## config.mk

```make
export PLATFORM = sky130hd
export DESIGN_NAME = spi_master
export DESIGN_NICKNAME = d
export VERILOG_FILES = /design/src/rtl/spi_master.sv
export SDC_FILE = /design/constraint.sdc
export NUM_CORES = 1
export LEC_CHECK = 0
export BUFFER_PORTS_ARGS = -buffer_cell sky130_fd_sc_hd__buf_2
export CAP_MARGIN = 25
export CORE_MARGIN = 2
export CORE_UTILIZATION = 57
export CTS_CLUSTER_SIZE = 14
export DETAILED_ROUTE_END_ITERATION = 8
export PLACE_DENSITY_LB_ADDON = 0.08
export SLEW_MARGIN = 10
export SYNTH_ARGS = -nofsm -noshare
export SYNTH_HDL_FRONTEND = slang
export SYNTH_SLANG_ARGS = --single-unit
export TNS_END_PERCENT = 5
```

## constraint.sdc

```tcl
create_clock -name clock -period 2.5 [get_ports clock]
set_input_delay 0.375 -clock clock [delete_from_list [all_inputs] [get_ports clock]]
set_output_delay 0.375 -clock clock [all_outputs]
set_load 0.02 [all_outputs]
```

## src/rtl/spi_master.sv

```systemverilog
// spi_master: 3-byte {ID, address, data} SPI register master, CPOL=0, MSB first
module spi_master #(
   parameter int unsigned CLK_DIV   = 8,
   parameter int unsigned SS_GAP    = 8,
   parameter logic [7:0]  SLAVE_IDW = 8'hFF,
   parameter logic [7:0]  SLAVE_IDR = 8'h00
) (
   input  logic       clock,
   input  logic       n_reset,
   input  logic       start,
   input  logic       rw,
   input  logic [7:0] addr,
   input  logic [7:0] wdata,
   output logic       busy,
   output logic       done,
   output logic [7:0] rdata,
   output logic       ss,
   output logic       sclk,
   output logic       mosi,
   input  logic       miso
);
   typedef enum logic [2:0] {IDLE, LEAD, SHIFT, TRAIL, GAP} state_t;
   localparam logic [7:0] DIV_END = 8'(CLK_DIV - 1);
   localparam logic [7:0] GAP_END = 8'(SS_GAP - 1);
   state_t      state, state_d;
   logic [23:0] tx, tx_d, frame;
   logic [4:0]  bit_cnt, bit_cnt_d;
   logic [7:0]  div, div_d, rx, rx_d, rdata_d;
   logic        rw_q, rw_d, busy_d, done_d, ss_d, sclk_d, mosi_d;
   assign frame = {rw ? SLAVE_IDW : SLAVE_IDR, addr, rw ? wdata : 8'h00};
   // next-state and next-output logic; every output is registered below
   always_comb begin
      state_d   = state;
      tx_d      = tx;
      bit_cnt_d = bit_cnt;
      div_d     = div + 8'd1;
      rx_d      = rx;
      rdata_d   = rdata;
      rw_d      = rw_q;
      busy_d    = busy;
      done_d    = 1'b0;
      ss_d      = ss;
      sclk_d    = sclk;
      mosi_d    = mosi;
      case (state)
         IDLE: begin
            div_d = 8'd0;
            if (start) begin
               state_d   = LEAD;
               tx_d      = frame;
               rw_d      = rw;
               bit_cnt_d = 5'd0;
               ss_d      = 1'b0;
               mosi_d    = frame[23];
               busy_d    = 1'b1;
            end
         end
         LEAD: if (div == DIV_END) begin
            div_d   = 8'd0;
            sclk_d  = 1'b1;
            state_d = SHIFT;
         end
         SHIFT: if (div == DIV_END) begin
            div_d  = 8'd0;
            sclk_d = ~sclk;
            if (sclk) begin
               if (!rw_q && bit_cnt >= 5'd16) rx_d = {rx[6:0], miso};
               if (bit_cnt == 5'd23) state_d = TRAIL;
               else begin
                  bit_cnt_d = bit_cnt + 5'd1;
                  tx_d      = {tx[22:0], 1'b0};
                  mosi_d    = tx[22];
               end
            end
         end
         TRAIL: if (div == DIV_END) begin
            div_d   = 8'd0;
            ss_d    = 1'b1;
            mosi_d  = 1'b0;
            state_d = GAP;
         end
         GAP: if (div == GAP_END) begin
            div_d   = 8'd0;
            state_d = IDLE;
            done_d  = 1'b1;
            busy_d  = 1'b0;
            rdata_d = rw_q ? rdata : rx;
         end
         default: state_d = IDLE;
      endcase
   end
   // state and output registers; reset aborts any frame without a done pulse
   always_ff @(posedge clock or negedge n_reset) begin
      if (!n_reset) begin
         state   <= IDLE;
         tx      <= 24'h0;
         bit_cnt <= 5'd0;
         div     <= 8'd0;
         rx      <= 8'h00;
         rdata   <= 8'h00;
         rw_q    <= 1'b0;
         busy    <= 1'b0;
         done    <= 1'b0;
         ss      <= 1'b1;
         sclk    <= 1'b0;
         mosi    <= 1'b0;
      end else begin
         state   <= state_d;
         tx      <= tx_d;
         bit_cnt <= bit_cnt_d;
         div     <= div_d;
         rx      <= rx_d;
         rdata   <= rdata_d;
         rw_q    <= rw_d;
         busy    <= busy_d;
         done    <= done_d;
         ss      <= ss_d;
         sclk    <= sclk_d;
         mosi    <= mosi_d;
      end
   end
endmodule

```

==> results of run 1 <==
stage by stage:
stage	hold slack, ns	instance area (um^2)
2_1_floorplan	0.07941	2877
3_3_place_gp	0.3631	3134
3_5_place_dp	0.3619	3134
4_1_cts	0.2666	3336
5_1_grt	0.2804	3336
6_report	0.2833	3336
synthesized netlist by cell type (3+ instances only):
master and number:
clkbuf_1 8, inv_1 14, a21oi_1 13, mux2_2 40, nor3_1 3, o21ai_0 14
dfrtp_1 60, nor2_1 14, xnor2_1 3, nand3_1 11, mux2i_1 10, nand2_1 22
xor2_1 4
kinds of logic (layout without fill, tap and decap cells):
kind of cell    Yosys count  count (layout)  synth area share (%)
simple gates             67              67                 11.92
flops                    61              61                 53.11
mux                      51              51                 19.53
compound gates           38              38                 8.135
buf+inv                  26              71                 3.958
xor+xnor                  7               7                 2.131
fa+ha+maj                 3               3                 1.218
layout by cell type (no fill, tap or decap), types with 2 or more instances in the layout:
cell type	count
dfrtp_1	60
mux2_2	40
buf_2	33
nand2_1	22
inv_1	14
nor2_1	14
o21ai_0	14
a21oi_1	13
nand3_1	11
mux2i_1	10
clkbuf_8	10
buf_4	6
xor2_1	4
clkinv_2	4
xnor2_1	3
nor3_1	3
and3_1	2
nor2b_1	2
and4b_1	2
a31oi_1	2
nand4_1	2
ha_1	2
final timing paths:
kind / startpoint / to / slack (ns) / cells after the start
worst min register to register: div[0] / div[0] / 0.45 / 1
worst min-delay path: miso / rx[0] / 0.28 / 2
max in group asynchronous: n_reset / ss / 1.25 / 3
worst max register to register: div[3] / tx[15] / 0.21 / 5
worst max-delay path: div[3] / tx[15] / 0.21 / 5
min in group asynchronous: n_reset / tx[16] / 0.54 / 2
layout make-up:
class / instances / area [um^2]
clock buffers: 11 / 141.4
clock inverters: 5 / 50.05
fillers: 374 / 1450
inverters: 14 / 52.55
multi-input cells: 166 / 1240
flip-flops and latches: 61 / 1528
well taps: 67 / 83.83
repair buffers: 41 / 240.2
state kept, by name (all words and copies together), names as in the netlist:
signal   flops
state        3
mosi         1
rdata        8
ss           1
bit_cnt      5
div          8
busy         1
done         1
rw_q         1
rx           8
sclk         1
tx          23
report_power, final:
part / total (mW) / switching [mW] / internal [mW] / leakage (nW)
clock network: 0.840 / 0.360 / 0.481 / 0.103
logic: 0.0448 / 0.0281 / 0.0167 / 0.738
registers: 0.990 / 0.00130 / 0.989 / 0.793
routing by layer:
metal  vias to the layer above  global-route usage [%]
li1                        974                       -
met5                         -                       0
met1                       934                   27.54
met2                        37                   30.70
met3                         9                   4.552
met4                         0                   10.71
timing repair:
item	CTS	global route
setup buffers	0	0
hold endpoints to repair	1	0
resized for setup	0	0
hold buffers	1	0
==> flow_summary_export.csv, run 1 <==
group,metric,value,unit
grt,grt_pass1_vias,1863,
worst_setup_path,cp_slowest_cell,"or4_4",
sta,fmax,0.4370,GHz
detailed_routing,wl_met2,2207,um
synthesis,yosysTopAreaCell,"dfrtp_1",
die,core-area,4786,um^2
run,maxCapViolCount,0,
layout,final_nets,316,
clock_tree,clkLatencyLatePin,0.33,ns
detailed_routing,wl_per_cell,13.74,um
worst_setup_path,endpoint_kind,"flop",
layout,diodes,0,
sta,setup_tns,0,ns
sta,fin_ws,0.2118,ns
die,die-area,5631,um^2
synthesis,netlist_top_cells_area,"dfrtp_1 (52%), mux2_2 (16%), mux2i_1 (3.5%)",
synthesis,ys_seq_elements,61,
die,start_util,60.10,%
placed_design,gp_congestion,0.8468,
synthesis,async_flop_share,100.0,%
grt,grt_start_max_net_pins,28,
clock_tree,ctsRootBufferMaster,"clkbuf_8",
grt,grt_pass1_wl,8521,um
clock_tree,path_clk_slew,0.07,ns
worst_setup_path,crit_chain,"or4_4, or3_4, a21oi_4, buf_12, mux2_2",
layout,drive_above_1_share,34.23,%
grt,antenna_found_initial,0,
clock_tree,cts_buffers,9,
layout,final_util,69.70,%
detailed_routing,dr.pass1.iters,4,
sta,worst_pin_slew,0.6433,ns
sta,fin_skew,0.009170,ns
die,die_w,75.04,um
detailed_routing,dr.first_iter.drc_count,106,
sta,fin_crit_sh,91.53,%
synthesis,yosysUniqueCellTypes,43,
detailed_routing,via_count,1954,
layout,fin_cells,365,
min_path,hold_path_class,"in -> reg",
worst_setup_path,worstPathRequired,2.72,ns
die,rows,25,
synthesis,synth.avg_cell_area,11.37,um^2
pwr,p_leak,1.634,nW
synthesis,syn_nets,276,
clock_tree,cts.htree.levels,3,
synthesis,ys_warn_count,0,
worst_setup_path,critPathMaxFanout,25,
pwr,powerDensity,562.2,nW/um^2
worst_setup_path,worstPathArrival,2.50,ns
worst_setup_path,path_class,"reg -> reg",
worst_setup_path,crit_path_start_kind,"flop",
placed_design,placed_cells,348,
detailed_routing,viasPerCell,5.353,
clock_tree,clockBufferDepth,2,
die,ios,34,
grt,grt_usage,20.34,%
synthesis,synth_area,2877,um^2
synthesis,ys_seq_area_share,53.11,%
placed_design,pre_cts_slack,0.2065,ns
worst_setup_path,path_buf_inv,1,
die,dieHeight,75.04,um
worst_setup_path,cp_top_family,"simple AND/OR/NAND/NOR gates",
synthesis,synthCells,253,
clock_tree,tritoncts,"yes",
synthesis,synth_edf_count,0,
detailed_routing,ant_nets,0,
sta,rsz0062_at_grt,"false",
run_status,status,"finished, final reports clean",
placed_design,numPortBuffers,33,
sta,setup_viol,0,
detailed_routing,top_layer,"met4",
placed_design,place_hpwl,3423,um
detailed_routing,drc,0,
synthesis,synth_ff_type,"dfrtp_1",
grt,gr-total-overflow,0,
pwr,p_total,1.875,mW
detailed_routing,wl,5014,um
synthesis,synth.top_cell.area_share,52.20,%
detailed_routing,met3_length,179,um
worst_setup_path,cp_slowest_stage_delay,0.57,ns
pwr,ir_drop,0.0004320,V
sta,min_period,2.288,ns
layout,syn_to_final_growth,15.96,%
clock_tree,clock-sinks,61,
sta,slew_violations,0,
sta,relSlewSlack,56.66,%
detailed_routing,wl_met1,2539,um
sta,hold_viol,0,
(Power assumes the default switching activity.)
==> run 2, diff against run 1 <==
--- a/config.mk
+++ b/config.mk
@@ -9,8 +9,9 @@
 export CAP_MARGIN = 25
 export CORE_MARGIN = 2
 export CORE_UTILIZATION = 57
-export CTS_CLUSTER_SIZE = 14
+export CTS_CLUSTER_SIZE = 40
 export DETAILED_ROUTE_END_ITERATION = 8
+export MAX_ROUTING_LAYER = met4
 export PLACE_DENSITY_LB_ADDON = 0.08
 export SLEW_MARGIN = 10
 export SYNTH_ARGS = -nofsm -noshare
==> flow_summary_export.csv, run 2 (synthesis results as in run 1) <==
group,metric,value,unit
layout,fin_cells,365,
worst_setup_path,endpoint_kind,"flop",
sta,setup_tns,0,ns
die,rows,25,
grt,gr-total-overflow,0,
worst_setup_path,crit_path_start_kind,"flop",
sta,hold_viol,0,
clock_tree,clkLatencyLatePin,0.33,ns
clock_tree,cts.htree.levels,3,
worst_setup_path,crit_chain,"or4_4, or3_4, a21oi_4, buf_12, mux2_2",
layout,largest_reg_flops,23,
layout,layout_common_cells,"dfrtp_1 (60), mux2_2 (40), buf_2 (33)",
sta,fin_skew,0.008777,ns
layout,diodes,0,
detailed_routing,via_count,1963,
worst_setup_path,cp_slowest_cell,"or4_4",
placed_design,place_hpwl,3423,um
sta,fin_crit_sh,91.68,%
die,ios,34,
layout,layout_commonest_cell,"dfrtp_1",
grt,grt_start_max_net_pins,28,
grt,grt_pass1_vias,1863,
sta,worst_pin_slew,0.6434,ns
placed_design,placed_cells,348,
sta,min_period,2.292,ns
clock_tree,cts_buffers,9,
grt,grt_usage,20.98,%
grt,antenna_found_initial,0,
layout,syn_to_final_growth,15.96,%
die,dieHeight,75.04,um
detailed_routing,wl,5026,um
clock_tree,postCtsHoldBufs,1,
worst_setup_path,critPathMaxFanout,25,
detailed_routing,drc,0,
layout,final_nets,316,
clock_tree,post_cts_resized,0,
min_path,hold_path_class,"in -> reg",
clock_tree,cts_setup_buffers,0,
run_status,status,"finished, final reports clean",
worst_setup_path,worstPathArrival,2.51,ns
placed_design,numPortBuffers,33,
layout,fillers,374,
pwr,p_leak,1.634,nW
worst_setup_path,path_class,"reg -> reg",
sta,relSlewSlack,56.66,%
clock_tree,clock-sinks,61,
clock_tree,tritoncts,"yes",
layout,final_util,69.70,%
sta,slew_violations,0,
sta,setup_viol,0,
detailed_routing,dr.pass1.iters,4,
worst_setup_path,worstPathRequired,2.72,ns
detailed_routing,viasPerCell,5.378,
die,core-area,4786,um^2
detailed_routing,ant_nets,0,
die,die-area,5631,um^2
pwr,powerDensity,562.8,nW/um^2
sta,rsz0062_at_grt,"false",
die,start_util,60.10,%
detailed_routing,wl_per_cell,13.77,um
layout,regMostFlops,"tx",
clock_tree,ctsRootBufferMaster,"clkbuf_8",
pwr,p_total,1.877,mW
layout,drive_above_1_share,34.23,%
detailed_routing,dr.first_iter.drc_count,90,
placed_design,gp_congestion,0.8601,
worst_setup_path,cp_slowest_stage_delay,0.57,ns
sta,fmax,0.4363,GHz
run,maxCapViolCount,0,
clock_tree,path_clk_slew,0.07,ns
die,die_w,75.04,um
clock_tree,clockBufferDepth,2,
grt,grt_pass1_wl,8521,um
pwr,ir_drop,0.0004344,V
run 2: cell counts in the layout (fill, tap and decap cells not counted):
No cell type changed its count.
run 2: metrics by stage:
stage / hold slack [ns] / setup slack [ns] / area [um^2]
floorplan: 0.07941 / 0.2418 / 2877
global placement: 0.3631 / 0.2459 / 3134
detailed placement: 0.3619 / 0.2065 / 3134
CTS: 0.2666 / 0.2041 / 3336
global route: 0.2804 / 0.1528 / 3336
finish: 0.2804 / 0.2080 / 3336
run 2: layout make-up:
type	count	area, um^2	area share [%]
Sequential cell	61	1528	45.80
Multi-Input combinational cell	166	1240	37.17
Timing Repair Buffer	41	240.2	7.202
Clock buffer	11	141.4	4.239
Tap cell	67	83.83	2.513
Inverter	14	52.55	1.575
Clock inverter	5	50.05	1.500
run 2: path summary, 6_finish.rpt:
check / end / start / slack, ns / cells past startpoint
worst max-delay path: tx[15] / div[3] / 0.21 / 5
worst min-delay path: rx[0] / miso / 0.28 / 2
worst max register to register: tx[15] / div[3] / 0.21 / 5
worst min register to register: div[0] / div[0] / 0.45 / 1
max in group asynchronous: ss / n_reset / 1.25 / 3
min in group asynchronous: tx[16] / n_reset / 0.54 / 2
run 2: power breakdown:
group          switching [mW]  total, mW  internal [mW]
Clock                   0.362      0.842          0.480
Combinational          0.0282     0.0449         0.0167
Sequential            0.00130      0.990          0.989
run 2: layer usage:
metal / up-vias / share of wire, % / GRT usage [%]
li1: 976 / - / -
met5: - / 0 / -
met1: 936 / 50 / 27.54
met4: 0 / 2.0 / 10.71
met2: 40 / 44 / 30.70
met3: 11 / 3.7 / 4.552
run 2: worst max-delay path: cells and delay by family (launching register included):
family          cells  cell delay [ns]
compound gates      1             0.16
buf+inv             1             0.20
flops               1             0.44
mux                 1             0.36
simple gates        2             1.01
==> run 3, diff against run 2 <==
--- a/config.mk
+++ b/config.mk
@@ -8,7 +8,7 @@
 export BUFFER_PORTS_ARGS = -buffer_cell sky130_fd_sc_hd__buf_2
 export CAP_MARGIN = 25
 export CORE_MARGIN = 2
-export CORE_UTILIZATION = 57
+export CORE_UTILIZATION = 52
 export CTS_CLUSTER_SIZE = 40
 export DETAILED_ROUTE_END_ITERATION = 8
 export MAX_ROUTING_LAYER = met4
==> constraint.sdc (replaced) <==
create_clock -name clock -period 2.05 [get_ports clock]
set_input_delay 0.3075 -clock clock [delete_from_list [all_inputs] [get_ports clock]]
set_output_delay 0.3075 -clock clock [all_outputs]
set_load 0.02 [all_outputs]
==> flow_summary_export.csv, run 3 (synthesis results as in run 1) <==
group,metric,value,unit
run_status,status,"finished, violations left",
run_status,violations,"setup timing",
placed_design,place_hpwl,3757,um
pwr,p_leak,1.762,nW
run,maxCapViolCount,0,
layout,syn_to_final_growth,23.92,%
die,die-area,6143,um^2
detailed_routing,viasPerCell,5.289,
detailed_routing,dr.pass1.iters,4,
die,rows,27,
sta,worst_pin_slew,0.5594,ns
grt,gr-total-overflow,0,
placed_design,placed_cells,373,
layout,drive_above_1_share,39.81,%
min_path,hold_path_class,"in -> reg",
clock_tree,clock-sinks,61,
sta,fin_ws,-0.1056,ns
pwr,powerDensity,689.7,nW/um^2
worst_setup_path,path_class,"reg -> reg",
clock_tree,cts_buffers,9,
grt,grt_start_max_net_pins,32,
layout,fin_cells,391,
sta,relSlewSlack,62.71,%
sta,hold_slack,0.1970,ns
pwr,switching_share,20.98,%
pwr,pwr-share-comb,2.4,%
pwr,p_total,2.459,mW
layout,diodes,0,
worst_setup_path,endpoint_kind,"flop",
detailed_routing,ant_nets,0,
layout,final_nets,337,
worst_setup_path,critPathMaxFanout,19,
pwr,ir_drop,0.0004020,V
sta,min_period,2.156,ns
sta,setup_tns,-2.096,ns
worst_setup_path,worstPathArrival,2.38,ns
worst_setup_path,crit_chain,"or4_4, or3_4, a21oi_4, buf_12, mux2_2",
sta,hold_viol,0,
detailed_routing,via_count,2068,
placed_design,pre_cts_slack,-0.1091,ns
sta,setup_viol,27,
die,ios,34,
pwr,pwr-share-seq,49.1,%
placed_design,numPortBuffers,33,
clock_tree,cts.htree.levels,3,
sta,fin_skew,0.01230,ns
clock_tree,clockBufferDepth,2,
die,core-area,5439,um^2
grt,grt_pass1_wl,9487,um
clock_tree,path_clk_slew,0.07,ns
layout,regMostFlops,"tx",
die,start_util,52.89,%
worst_setup_path,cp_slowest_stage_delay,0.53,ns
grt,grt_usage,21.03,%
pwr,p_int,1.943,mW
clock_tree,tritoncts,"yes",
layout,layout_commonest_cell,"dfrtp_1",
clock_tree,ctsRootBufferMaster,"clkbuf_8",
detailed_routing,dr.first_iter.drc_count,88,
layout,largest_reg_flops,23,
layout,fillers,457,
detailed_routing,wl,5485,um
worst_setup_path,crit_path_start_kind,"flop",
placed_design,gp_congestion,0.7854,
grt,grt_pass1_vias,2079,
sta,fin_crit_sh,105.1,%
clock_tree,clkLatencyLatePin,0.34,ns
pwr,p_switching,0.5158,mW
sta,slew_violations,0,
placed_design,dpl_cell_area,3307,um^2
worst_setup_path,worstPathRequired,2.27,ns
sta,rsz0062_at_grt,"true",
layout,layout_common_cells,"dfrtp_1 (60), mux2_2 (40), buf_2 (33)",
worst_setup_path,cp_slowest_cell,"or4_4",
sta,fmax,0.4639,GHz
layout,stdcell_area,3565,um^2
layout,final_util,65.54,%
detailed_routing,wl_per_cell,14.03,um
pwr,clock_power_share,48.5,%
grt,antenna_found_initial,0,
die,die_w,78.38,um
die,dieHeight,78.38,um
detailed_routing,drc,0,
## run 3: layer usage
| layer | share of wire (%) | wire length [um] | vias up | GRT usage (%) |
|---|---|---|---|---|
| met4 | 2.1 | 116 | 0 | 10.53 |
| met3 | 3.8 | 209 | 9 | 6.207 |
| li1 | - | - | 1010 | - |
| met2 | 47 | 2599 | 40 | 31.21 |
| met1 | 47 | 2559 | 1009 | 26.43 |
| met5 | 0 | 0 | - | - |
## run 3: layout make-up
| class | instances | area (um^2) | area share (%) |
|---|---|---|---|
| Clock buffer | 10 | 137.6 | 3.861 |
| Clock inverter | 6 | 86.33 | 2.422 |
| Inverter | 14 | 52.55 | 1.474 |
| Multi-Input combinational cell | 166 | 1256 | 35.24 |
| Sequential cell | 61 | 1528 | 42.86 |
| Tap cell | 72 | 90.09 | 2.527 |
| Timing Repair Buffer | 62 | 414.1 | 11.62 |
## run 3: path summary, 6_finish.rpt
kind,cells past startpoint,startpoint,slack (ns),endpoint
max in group asynchronous,3,n_reset,0.99,bit_cnt[1]
min in group asynchronous,2,n_reset,0.49,tx[11]
min,2,miso,0.20,rx[0]
min reg2reg,1,div[0],0.45,div[0]
max reg2reg,5,div[7],-0.11,tx[10]
max,5,div[7],-0.11,tx[10]
## run 3: critical path: cells and delay by family (launching register included)
family	cells	cell delay, ns
AND/OR/NAND/NOR	2	0.94
flip-flops	1	0.38
multiplexers	1	0.35
AO/OA/AOI/OAI	1	0.18
buffers and inverters	1	0.18
## run 3: repair_timing
item / CTS / global route
buffers inserted: 1 / 0
pin swaps: 0 / 1
endpoints found under the hold margin: 21 / 0
resized for setup: 1 / 3
hold buffers: 1 / 0
endpoints found under the setup margin: 28 / 43
## run 3: power groups by stage
stage                     logic [mW]  registers, mW  clock network (mW)
after floorplan              0.00739           1.23                   0
after global placement        0.0588           1.23                   0
after detailed placement      0.0593           1.23                   0
after CTS                     0.0613           1.21                1.22
after global routing          0.0683           1.21                1.28
final                         0.0582           1.21                1.19
